### src/rtl/shift_arbiter.sv
// shift_arbiter: round-robin scheduler sharing one 32-bit zero-fill left
// barrel shifter among NREQ requesters. The granted operand is captured,
// shifted for one cycle, and the result is held under valid/ready with the
// owner's requester ID.
module shift_arbiter #(
    parameter int NREQ = 4,
    parameter int IDW  = 2
) (
    input  logic                 clk,
    input  logic                 resetn,
    input  logic [NREQ-1:0]      req,
    input  logic [NREQ*32-1:0]   in_bus,
    input  logic [NREQ*5-1:0]    amt_bus,
    output logic [NREQ-1:0]      ack,
    output logic [31:0]          out_data,
    output logic [IDW-1:0]       out_id,
    output logic                 out_valid,
    input  logic                 out_ready,
    output logic                 busy
);

    typedef enum logic [1:0] {
        IDLE  = 2'd0,
        SHIFT = 2'd1,
        HOLD  = 2'd2
    } state_t;

    state_t          state_q, state_d;
    logic [IDW-1:0]  ptr_q, ptr_d;
    logic [31:0]     op_q, op_d;
    logic [4:0]      amt_q, amt_d;
    logic [IDW-1:0]  id_q, id_d;
    logic [31:0]     out_data_q, out_data_d;
    logic [IDW-1:0]  out_id_q, out_id_d;
    logic            out_valid_q, out_valid_d;

    logic            grant_found;
    logic [IDW-1:0]  grant_idx;
    logic [IDW-1:0]  grant_probe;
    logic [31:0]     shift_v;

    // Rotating priority search: first set req bit at or above ptr, wrapping.
    // NREQ is a power of two, so IDW-bit addition wraps modulo NREQ.
    always_comb begin
        grant_found = 1'b0;
        grant_idx   = '0;
        grant_probe = '0;
        for (int unsigned i = 0; i < NREQ; i++) begin
            grant_probe = ptr_q + IDW'(i);
            if (!grant_found && req[grant_probe]) begin
                grant_found = 1'b1;
                grant_idx   = grant_probe;
            end
        end
    end

    // Logarithmic left barrel shifter; zeros enter at bit 0, overflow is lost.
    always_comb begin
        shift_v = op_q;
        for (int unsigned s = 0; s < 5; s++) begin
            if (amt_q[s]) begin
                shift_v = shift_v << (32'd1 << s);
            end
        end
    end

    // Next-state and datapath register updates for IDLE -> SHIFT -> HOLD.
    always_comb begin
        state_d     = state_q;
        ptr_d       = ptr_q;
        op_d        = op_q;
        amt_d       = amt_q;
        id_d        = id_q;
        out_data_d  = out_data_q;
        out_id_d    = out_id_q;
        out_valid_d = out_valid_q;
        case (state_q)
            IDLE: begin
                if (grant_found) begin
                    op_d    = in_bus[32*grant_idx +: 32];
                    amt_d   = amt_bus[5*grant_idx +: 5];
                    id_d    = grant_idx;
                    state_d = SHIFT;
                end
            end
            SHIFT: begin
                out_data_d  = shift_v;
                out_id_d    = id_q;
                out_valid_d = 1'b1;
                ptr_d       = id_q + 1'b1;
                state_d     = HOLD;
            end
            HOLD: begin
                if (out_ready) begin
                    out_valid_d = 1'b0;
                    state_d     = IDLE;
                end
            end
            default: begin
                state_d = IDLE;
            end
        endcase
    end

    // State and datapath registers with asynchronous active-low reset.
    always_ff @(posedge clk or negedge resetn) begin
        if (!resetn) begin
            state_q     <= IDLE;
            ptr_q       <= '0;
            op_q        <= '0;
            amt_q       <= '0;
            id_q        <= '0;
            out_data_q  <= '0;
            out_id_q    <= '0;
            out_valid_q <= 1'b0;
        end else begin
            state_q     <= state_d;
            ptr_q       <= ptr_d;
            op_q        <= op_d;
            amt_q       <= amt_d;
            id_q        <= id_d;
            out_data_q  <= out_data_d;
            out_id_q    <= out_id_d;
            out_valid_q <= out_valid_d;
        end
    end

    // ack and busy decode purely from registered state (no path from req).
    always_comb begin
        ack = '0;
        if (state_q == SHIFT) begin
            ack[id_q] = 1'b1;
        end
        busy = (state_q != IDLE);
    end

    assign out_data  = out_data_q;
    assign out_id    = out_id_q;
    assign out_valid = out_valid_q;

endmodule
### config.mk
export PLATFORM = sky130hd
export DESIGN_NAME = shift_arbiter
export DESIGN_NICKNAME = d
export VERILOG_FILES = /design/src/rtl/shift_arbiter.sv
export SDC_FILE = /design/constraint.sdc
export NUM_CORES = 1
export LEC_CHECK = 0
export BUFFER_PORTS_ARGS = -buffer_cell sky130_fd_sc_hd__buf_4
export CELL_PAD_IN_SITES_DETAIL_PLACEMENT = 0
export CELL_PAD_IN_SITES_GLOBAL_PLACEMENT = 1
export CORE_ASPECT_RATIO = 1.1
export CORE_MARGIN = 5
export CORE_UTILIZATION = 35
export DETAILED_ROUTE_END_ITERATION = 6
export MAX_ROUTING_LAYER = met4
export PLACE_DENSITY = 0.8
export SETUP_SLACK_MARGIN = 0.2
export SYNTH_ARGS = -nofsm -noshare
export SYNTH_HDL_FRONTEND = slang
export SYNTH_SLANG_ARGS = --single-unit
### constraint.sdc
create_clock -name clk -period 1.8 [get_ports clk]
set_input_delay 0.27 -clock clk [delete_from_list [all_inputs] [get_ports clk]]
set_output_delay 0.27 -clock clk [all_outputs]
set_load 0.01 [all_outputs]
# --- Word level (Yosys, flattened, before mapping) ---
# Index checks and enable logic that the tools add are counted.
totals:
  register_bits: 78
  in_bits: 155
  out_inout_bits: 40
  word_cells: 67
op_classes:
  addsub: 4
  multipliers: 1
  order_cmp: 6
  n_eq_ne: 4
  n_shift: 2
  muxes: 29
  n_reduce_logical: 13
op_table:
  columns: ["operator", "count"]
  rows:
  - ["32-bit two-way mux", 5]
  - ["128-bit by 8-bit variable part select with 32-bit output", 1]
  - ["20-bit by 6-bit variable part select with 5-bit output", 1]
  - ["2-bit by 3-bit < comparator with 1-bit output, second input constant", 5]
  - ["2-bit two-way mux", 6]
  - ["1-bit two-way mux", 10]
  - ["1-bit binary-select mux with 2-bit select", 4]
  - ["2-bit case mux with 3 select lines", 1]
  - ["2-bit AND reduction", 3]
  - ["3-bit by 2-bit multiplier with 5-bit output, first input constant", 1]
  - ["2-bit by 1-bit adder with 2-bit output, second input constant", 2]
  - ["2-bit adder, second input constant", 2]
  - ["1-bit logical AND", 4]
  - ["4-bit two-way mux", 1]
  - ["2-bit inequality test, second input constant", 2]
  - ["2-bit nonzero test", 2]
  - ["1-bit zero test", 3]
  - ["1-bit demux with 2-bit select", 1]
  - ["2-bit by 1-bit == test with 1-bit output, second input constant", 1]
  - ["2-bit == test, second input constant", 1]
  - ["2-bit by 1-bit greater-or-equal comparator with 1-bit output, second input constant", 1]
  - ["2-bit zero test", 1]
  - ["1-bit case mux with 2 select lines", 1]

# --- Depth between registers and ports, before layout ---
# Gate-level depths: netlist of run 1.
logic_depth:
  word_depth: 14
  ltp_mapped: 9

# --- Least setup slack after synthesis of run 1 ---
# No wires, ideal clock.
synth_path:
  path_type: "reg-to-reg"
  start: "register amt_q[1]"
  end: "register out_data_q[22], in the netlist out_data[22]"
  setup_time_ns: 0.119
  arrival_ns: 1.766
  slack_ns: -0.085
  path_stages_with_launch: 8
  synth_period_minus_slack_ns: 1.885
  path_cell_list: "dfrtp_1 > buf_6 > buf_6 > mux2_1 > mux4_2 > mux2i_1 > o221ai_1 > o21a_1"
synth_via:
  elab_chain_len: 4
synth_lines:
  columns: ["item", "line_no", "text"]
  rows:
  - ["start, declared", "31", "logic [4:0] amt_q, amt_d;"]
  - ["start signal, assigned", "120", "amt_q <= amt_d;"]
  - ["32-bit two-way mux (4 in series)", "61", "if (amt_q[s]) begin"]
  - ["end signal, assigned", "122", "out_data_q <= out_data_d;"]
  - ["end, declared", "33", "logic [31:0] out_data_q, out_data_d;"]
# No other way between the ends.
# A chain may end at the register's enable or synchronous reset.

# --- Worst setup path after layout of run 1 ---
layout_path:
  start: "register amt_q[1]"
  end: "register out_data_q[26], in the netlist out_data[26]"
# Same word-level chain as after synthesis.

==> results.yml, run 1 <==
floorplan:
  initial_utilization: 0.3542
  placementRows: 50
  ios: 195
  die_height_um: 147.4
  dieWidth_um: 134.9
  core_um2: 16950
  die-area_um2: 19880
grt:
  grt_use_total: 0.2094
  gr-usage-met2: 0.3586
  use_met3: 0.02451
  use_met1: 0.2596
  grt_pass1_wl_um: 32320
  grt_overflow: 0
  grt_busiest_layer: "met2"
  antenna_found_initial: 0
  grt_pass1_vias: 6036
  grt_start_max_net_pins: 78
timing:
  fmax_ghz: 0.4840
  worst_slew_pin_slew_ns: 0.3920
  setup_viol: 61
  hold_viol_final: 0
  rsz0062_at_grt: "yes"
  clock_skew_ns: 0.01266
  layout_setup_ws_ns: -0.2659
  finalCritPeriodShare: 1.148
  timing.slew.headroom: 0.7387
  finalMaxSlewViolations: 0
  min_period_ns: 2.066
routing:
  drc: 0
  ant_nets: 0
  dr.first_iter.drc_count: 365
  route.vias.total: 5716
  drt-total-wl_um: 20410
  viasPerCell: 5.154
  dr.pass1.iters: 4
  post_drt_wl_per_cell_um: 18.40
setup_path:
  crit_type: "reg -> reg"
  slowest_stage: "dfrtp_2"
  crit_path_end_kind: "register"
  critPathLaunchType: "register"
  max_stage_delay_ns: 0.39
  crit_path_frequent_cell: "mux2_4"
  cp_data_arrival_time_ns: 2.28
  crit_chain: "buf_12, mux2_2, buf_4, mux2_4, mux2_4, o21ai_2, o221ai_1"
  critPathTopFamily: "multiplexers"
  critPathRequiredTime_ns: 2.02
  crit_buf_inv: 2
  reg2reg_slack_ns: -0.27
  path_max_fanout: 14
layout:
  final_cells: 1109
  fillers: 1457
  regArea_um2: 1957
  drive_above_1_share: 0.5680
  nNetsFinal: 1029
  area_growth_syn_to_layout_pct: 60.27
  final_util: 0.5677
  multi_input_area_um2: 4118
  antennaDiodeCount: 0
synthesis:
  synth_area_per_cell_um2: 10.34
  yosysMostFrequentCell: "mux2i_1"
  ys.flop_type: "dfrtp_1"
  synth_top_cell_area_share: 0.3250
  ys_warn_count: 0
  synth_area_um2: 6006
  synth_edf_count: 0
  ys_ff_latch: 78
  synth_common_cells: "mux2i_1, nand2_1, dfrtp_1, mux2_2, o21ai_1"
  yosysTopAreaCell: "dfrtp_1"
  synth_cell_types: 51
  synth_seq_area_share: 0.3250
  synthCells: 581
  async_reset_ff_frac: 1.000
  synthTopCellsByArea: "dfrtp_1, mux2i_1, mux2_2"
  syn-num-nets: 740
clock_tree:
  clk_latency_ns: 0.35
  clkSinkCount: 78
  root_buffer: "clkbuf_16"
  clockBufferDepth: 2
  tritoncts: "yes"
  clk_pin_slew_worst_paths_ns: 0.07
  numCtsBuffers: 9
  h-tree-depth: 3
pwr:
  power_mw: 19.08
  powerDensity_nw_per_um2: 1982
  p_leak_nw: 4.639
  vdd_drop_max_uv: 906.7
placement:
  hpwl_um: 15730
  port_buffers: 194
  place.gp.congestion: 0.9266
  place_inst: 1056
worst_hold_path:
  hold_path_class: "in -> reg"
run_status:
  violations: "setup timing"
  outcome: "finished with violations"
run:
  cap_violations: 0
-- per-stage QoR --
| stage | hold WS, ns | area (µm²) | setup slack (ns) | TNS [ns] |
|---|---|---|---|---|
| 5_1_grt | 0.1373 | 9625 | -0.3107 | -14.90 |
| 2_1_floorplan | -0.02559 | 6097 | -0.07548 | -0.4143 |
| 6_report | 0.1259 | 9625 | -0.2659 | -11.31 |
| 3_3_place_gp | 0.1921 | 8305 | -0.3457 | -6.224 |
| 3_5_place_dp | 0.2044 | 8305 | -0.3601 | -8.266 |
| 4_1_cts | 0.1362 | 9246 | -0.2469 | -10.28 |
-- kinds of logic (layout without fill, tap and decap cells) --
kind of cell | Yosys count | in the layout | share of synthesized area
compound gates | 123 | 123 | 0.1277
fa+ha+maj | 4 | 4 | 0.008334
buf+inv | 59 | 353 | 0.06167
flops | 78 | 78 | 0.3250
mux | 189 | 189 | 0.3881
simple gates | 128 | 128 | 0.08916
-- power by group --
group | internal [mW] | switching [mW]
sequential | 2.61 | 0.828
clock | 1.26 | 0.789
combinational | 7.49 | 6.10
-- state kept, by name, indices dropped and copies added (netlist names) --
signal / flops
amt_q: 5
id_q: 2
op_q: 32
out_data: 32
out_id: 2
out_valid: 1
ptr_q: 2
state_q: 2
-- final cells by class --
class,instances,share of cell area
Clock buffer,10,0.02483
Tap cell,234,0.03042
Clock inverter,6,0.009749
Sequential cell,78,0.2033
Timing Repair Buffer,326,0.2996
Inverter,11,0.004290
Multi-Input combinational cell,444,0.4278
-- routing by layer --
| layer | wire length (µm) | share of wire |
|---|---|---|
| met5 | 0 | 0 |
| met4 | 547 | 0.027 |
| met3 | 812 | 0.040 |
| met2 | 10670 | 0.52 |
| met1 | 8379 | 0.41 |
-- final timing paths --
check                             from      endpoint  depth (start not counted)
hold reg to reg            out_data[5]   out_data[5]                          2
setup reg to reg              amt_q[1]  out_data[26]                          7
setup / recovery              amt_q[1]  out_data[26]                          7
max in group asynchronous       resetn       op_q[1]                          3
min in group asynchronous       resetn       id_q[1]                          2
hold / removal               out_ready    state_q[1]                          2
-- cell usage in the layout, fill, tap and decap left out, drive strengths merged, types with 3 or more instances in the layout --
| cell type | synthesis | final |
|---|---|---|
| o221ai | 4 | 4 |
| o211ai | 5 | 5 |
| mux2i | 99 | 99 |
| ha | 4 | 4 |
| nand2 | 84 | 84 |
| o22ai | 3 | 3 |
| o21ai | 62 | 62 |
| and2 | 5 | 5 |
| a22o | 4 | 4 |
| clkbuf | 20 | 11 |
| a32o | 4 | 4 |
| dfrtp | 78 | 78 |
| a31oi | 3 | 3 |
| inv | 11 | 12 |
| a21oi | 19 | 19 |
| o21a | 3 | 3 |
| nand3 | 3 | 3 |
| a211o | 3 | 3 |
| mux2 | 62 | 62 |
| nand2b | 4 | 4 |
| buf | 28 | 324 |
| nor2 | 18 | 18 |
| mux4 | 28 | 28 |
| nor3 | 7 | 7 |
-- repair_timing --
item                                    CTS  global route
endpoints found under the hold margin    23             0
cloned                                    5             1
setup buffers                            16            14
endpoints found under the setup margin   72            73
pin swaps                                10            10
gates resized for setup                  89            65
hold buffers                              1             0
Power figures use the tool's default switching activity.
==> inputs of run 2 (changes only) <==
Settings changed: ABC_CLOCK_PERIOD_IN_PS set to 1800, CELL_PAD_IN_SITES_DETAIL_PLACEMENT 0 to 1, CELL_PAD_IN_SITES_GLOBAL_PLACEMENT 1 to 2, CORE_UTILIZATION 35 to 28, CTS_CLUSTER_DIAMETER set to 80.
==> run 2 against run 1 <==
Net effect:
- the flow still finishes with violations (setup timing)
- final area up 5.4%
- hold slack gained 0.0090 ns
- flip-flop and latch count unchanged
- clock power is 13% lower
- register-to-register slack got worse by 0.03 ns
- utilization fell by 9.0 points
- die area increased by 23%
- setup slack worse by 0.027 ns
- sequential power up 2%
- critical endpoint unchanged
- sequential share of layout area shrank 1.0 points
- first-iteration DRC count grew 12%
- critical path depth is the same
- largest cell class unchanged
==> results.yml, run 2 (same netlist as run 1, synthesis figures left out) <==
clock_tree:
  clk_latency_ns: 0.35
  tritoncts: "yes"
  root_buffer: "clkbuf_16"
  clockBufferDepth: 2
  h-tree-depth: 3
  clkSinkCount: 78
  numCtsBuffers: 9
  clk_pin_slew_worst_paths_ns: 0.06
setup_path:
  crit_path_end_kind: "register"
  crit_path_frequent_cell: "mux2_4"
  crit_path_start: "amt_q[1]"
  path_max_fanout: 8
  max_stage_delay_ns: 0.50
  crit_buf_inv: 2
  crit_type: "reg -> reg"
  crit_chain: "buf_12, mux2_4, buf_6, mux2_4, mux2_4, o21ai_2, o221ai_1"
  slowest_stage: "dfrtp_4"
  r2r-start: "amt_q[1]"
  cp_data_arrival_time_ns: 2.31
  critPathRequiredTime_ns: 2.02
  critPathLaunchType: "register"
  critPathTopFamily: "multiplexers"
grt:
  grt_pass1_vias: 6327
  grt_start_max_net_pins: 78
  grt_overflow: 0
  grt_use_total: 0.1939
  grt_pass1_wl_um: 35620
  antenna_found_initial: 0
timing:
  timing.slew.headroom: 0.6825
  setup_tns_ns: -11.09
  whs_ns: 0.1349
  worst_slew_pin_slew_ns: 0.4725
  layout_setup_ws_ns: -0.2929
  min_period_ns: 2.093
  finalMaxSlewViolations: 0
  hold_viol_final: 0
  setup_viol: 64
  rsz0062_at_grt: "yes"
  clock_skew_ns: 0.003687
  finalCritPeriodShare: 1.163
  fmax_ghz: 0.4778
run_status:
  violations: "setup timing"
  outcome: "finished with violations"
layout:
  antennaDiodeCount: 0
  layout_common_cells: "buf_4, nand2_1, mux2i_1, dfrtp_1, mux2_4"
  fillers: 2314
  finalInstanceArea_um2: 10150
  final_common_cell: "buf_4"
  area_growth_syn_to_layout_pct: 68.98
  nNetsFinal: 1041
  drive_above_1_share: 0.6088
floorplan:
  ios: 195
  placementRows: 56
  dieWidth_um: 149.6
  initial_utilization: 0.2829
  die-area_um2: 24480
  core_um2: 21230
  die_height_um: 163.6
pwr:
  powerDensity_nw_per_um2: 1981
  vdd_drop_max_uv: 905.5
  p_leak_nw: 4.795
worst_hold_path:
  worstHoldStart: "out_ready"
  hold_path_class: "in -> reg"
placement:
  dpl_worst_slack_ns: -0.3856
  dpl_cell_area_um2: 8300
  hpwl_um: 16660
  place.gp.congestion: 0.8736
  port_buffers: 194
routing:
  post_drt_wl_per_cell_um: 20.49
  dr.first_iter.drc_count: 408
  viasPerCell: 5.059
  drt-total-wl_um: 24110
  dr.pass1.iters: 5
  ant_nets: 0
  route.vias.total: 5955
  drc: 0
run:
  cap_violations: 0
run 2: cell types whose count changed in the layout (fill, tap and decap cells not counted), moves of 4 or more:
cell     change
mux2i_2      +5
o21ai_2     +10
o21ai_1      -7
buf_4       -15
mux2_4       +8
mux2i_1      -8
a21oi_1      -4
buf_16       +5
buf_6       +18
mux2_2       -8
run 2: path summary, 6_finish.rpt:
kind | to | slack, ns | depth (start not counted)
setup / recovery | out_data[26] | -0.29 | 7
hold / removal | state_q[1] | 0.13 | 2
setup reg to reg | out_data[26] | -0.29 | 7
hold reg to reg | out_data[0] | 0.48 | 2
max in group asynchronous | amt_q[1] | 0.81 | 3
min in group asynchronous | out_id[1] | 0.37 | 2
run 2: final cells by class:
cell class / instances / area, µm² / area share
Timing Repair Buffer: 338 / 3187 / 0.3140
Tap cell: 290 / 362.8 / 0.03575
Clock inverter: 3 / 17.52 / 0.001726
Sequential cell: 78 / 1961 / 0.1932
Multi-Input combinational cell: 444 / 4309 / 0.4246
Clock buffer: 13 / 270.3 / 0.02663
Inverter: 11 / 41.29 / 0.004069
run 2: power breakdown:
| part | switching, mW | leakage (nW) | internal [mW] |
|---|---|---|---|
| Combinational | 6.73 | 3.69 | 8.08 |
| Clock | 0.747 | 0.142 | 1.04 |
| Sequential | 0.890 | 0.965 | 2.62 |
run 2: timing repair:
action,CTS,global route
cloned,10,1
hold buffers,1,0
hold endpoints to repair,20,0
setup buffers,30,17
resized for setup,111,115
pin swaps,16,29
setup endpoints to repair,72,75
run 2: per-stage QoR:
| step | power, mW | instances | util |
|---|---|---|---|
| floorplan | 10.23 | 581 | - |
| global placement | 14.17 | 1102 | 0.3910 |
| detailed placement | 14.41 | 1102 | 0.3910 |
| CTS | 18.45 | 1159 | 0.4511 |
| global route | 21.27 | 1177 | 0.4780 |
| finish | 20.11 | 1177 | 0.4780 |
run 2: layer usage:
metal,vias to the layer above,global-route usage,part of all wire
met5,-,-,0
met4,0,0.04952,0.019
met3,23,0.02553,0.039
met2,163,0.3403,0.53
met1,3002,0.2359,0.41
li1,2767,-,-
==> inputs of run 3 (changes only) <==
--- a/config.mk
+++ b/config.mk
@@ -6,4 +6,5 @@
 export NUM_CORES = 1
 export LEC_CHECK = 0
+export ABC_AREA = 0
 export ABC_CLOCK_PERIOD_IN_PS = 1800
 export BUFFER_PORTS_ARGS = -buffer_cell sky130_fd_sc_hd__buf_4
@@ -16,5 +17,5 @@
 export DETAILED_ROUTE_END_ITERATION = 6
 export MAX_ROUTING_LAYER = met4
-export PLACE_DENSITY = 0.8
+export PLACE_DENSITY_LB_ADDON = 0.1
 export SETUP_SLACK_MARGIN = 0.2
 export SYNTH_ARGS = -nofsm -noshare
==> constraint.sdc (replaced) <==
create_clock -name clk -period 1.8 [get_ports clk]
set_input_delay 0.36 -clock clk [delete_from_list [all_inputs] [get_ports clk]]
set_output_delay 0.36 -clock clk [all_outputs]
set_load 0.01 [all_outputs]
==> run 3 against run 2 <==
Net effect:
- the flow still finishes with violations (setup timing)
- global-route usage up 0.27 points
- maximum frequency fell by 0.52%
- combinational power increased by 7%
- setup slack got worse by 0.011 ns
- clock skew up 0.011 ns
- clock power is 21% higher
- hold slack better by 0.069 ns
- die area is the same
- via count shrank 0.49%
- total power up 7.0%
- critical endpoint is now out_data[17]
- largest cell class unchanged
- highest routed layer unchanged
==> results.yml, run 3 (same netlist as run 1, synthesis figures left out) <==
routing:
  dr.pass1.iters: 4
  post_drt_wl_per_cell_um: 20.31
  viasPerCell: 4.934
  drt-total-wl_um: 24390
  drc: 0
  dr.first_iter.drc_count: 187
  ant_nets: 0
  route.vias.total: 5926
grt:
  grt_pass1_vias: 6566
  grt_use_total: 0.1966
  grt_start_max_net_pins: 43
  grt_overflow: 0
  grt_pass1_wl_um: 36570
  antenna_found_initial: 0
layout:
  area_growth_syn_to_layout_pct: 72.73
  antennaDiodeCount: 0
  final_cells: 1201
  drive_above_1_share: 0.6301
  fillers: 2301
  nNetsFinal: 1065
  layout_common_cells: "buf_4, mux2i_1, nand2_1, dfrtp_1"
  finalInstanceArea_um2: 10370
  final_util: 0.4886
  final_common_cell: "buf_4"
floorplan:
  die_height_um: 163.6
  core_um2: 21230
  ios: 195
  placementRows: 56
  die-area_um2: 24480
  initial_utilization: 0.2829
  dieWidth_um: 149.6
run:
  cap_violations: 0
timing:
  rsz0062_at_grt: "yes"
  finalMaxSlewViolations: 0
  min_period_ns: 2.104
  hold_viol_final: 0
  clock_skew_ns: 0.01445
  finalCritPeriodShare: 1.169
  timing.slew.headroom: 0.7023
  layout_setup_ws_ns: -0.3038
  fmax_ghz: 0.4753
  setup_viol: 64
  worst_slew_pin_slew_ns: 0.4466
placement:
  port_buffers: 194
  place_inst: 1138
  place.gp.congestion: 0.8499
  dpl_cell_area_um2: 8621
  hpwl_um: 18720
clock_tree:
  clk_latency_ns: 0.35
  clk_pin_slew_worst_paths_ns: 0.07
  tritoncts: "yes"
  clockBufferDepth: 2
  root_buffer: "clkbuf_16"
  h-tree-depth: 3
  numCtsBuffers: 9
  clkSinkCount: 78
worst_hold_path:
  hold_path_class: "in -> reg"
pwr:
  p_leak_nw: 4.920
  powerDensity_nw_per_um2: 2074
  vdd_drop_max_uv: 526.1
setup_path:
  critPathRequiredTime_ns: 2.02
  critPathLaunchType: "register"
  cp_data_arrival_time_ns: 2.33
  path_max_fanout: 6
  reg2reg_slack_ns: -0.30
  crit_type: "reg -> reg"
  crit_path_end_kind: "register"
run_status:
  violations: "setup timing"
  outcome: "finished with violations"
-- run 3: cell types whose count changed in the layout (fill, tap and decap cells not counted), sizes merged --
cell | previous run | this run
buf | 336 | 357
bufinv | 0 | 3
clkbuf | 14 | 13
inv | 11 | 12
-- run 3: final cells by class --
| type | count | area, µm² | area share |
|---|---|---|---|
| Multi-Input combinational cell | 444 | 4345 | 0.4189 |
| Timing Repair Buffer | 362 | 3321 | 0.3201 |
| Sequential cell | 78 | 1958 | 0.1888 |
| Tap cell | 290 | 362.8 | 0.03498 |
| Clock buffer | 9 | 225.2 | 0.02171 |
| Clock inverter | 7 | 120.1 | 0.01158 |
| Inverter | 11 | 41.29 | 0.003980 |
-- run 3: power by group --
part | total, mW | internal (mW) | switching, mW
combinational | 15.8 | 8.74 | 7.11
sequential | 3.49 | 2.61 | 0.882
clock | 2.17 | 1.36 | 0.813
-- run 3: per-stage QoR --
step	hold slack [ns]	worst slack, ns	power, mW	TNS [ns]
CTS	0.1948	-0.2712	19.80	-5.612
detailed placement	0.2021	-0.4008	15.61	-9.165
global route	0.2342	-0.4058	22.83	-13.39
finish	0.2038	-0.3038	21.51	-8.803
global placement	0.1947	-0.4031	15.47	-7.985
floorplan	0.06441	-0.07543	10.23	-0.4142
-- run 3: worst paths after layout --
kind,from,to,cells after the start
worst max-delay path,amt_q[0],out_data[17],7
worst min-delay path,out_ready,state_q[1],2
worst max register to register,amt_q[0],out_data[17],7
worst min register to register,op_q[31],op_q[31],2
max in group asynchronous,resetn,amt_q[1],3
min in group asynchronous,resetn,op_q[29],2
-- run 3: repair_timing --
action / 4_1_cts / 5_1_grt
endpoints found under the hold margin: 7 / 0
setup buffers: 28 / 11
pin swaps: 14 / 20
gates resized for setup: 102 / 134
cloned: 2 / 5
hold buffers: 1 / 0
endpoints found under the setup margin: 72 / 75
-- run 3: metal layers --
metal	GRT usage	part of all wire	vias to the layer above
met5	-	0	-
met4	0.05410	0.018	0
met3	0.01693	0.029	29
met2	0.3473	0.53	142
met1	0.2412	0.42	2940
li1	-	-	2815
-- run 3: critical path, cell delays in order, from the launching register on --
cell and delay (ns):
dfrtp_2 0.41, buf_12 0.12, buf_16 0.12, mux4_2 0.55
mux2i_2 0.21, nor3_1 0.10, a2111oi_2 0.38, nor2_1 0.09
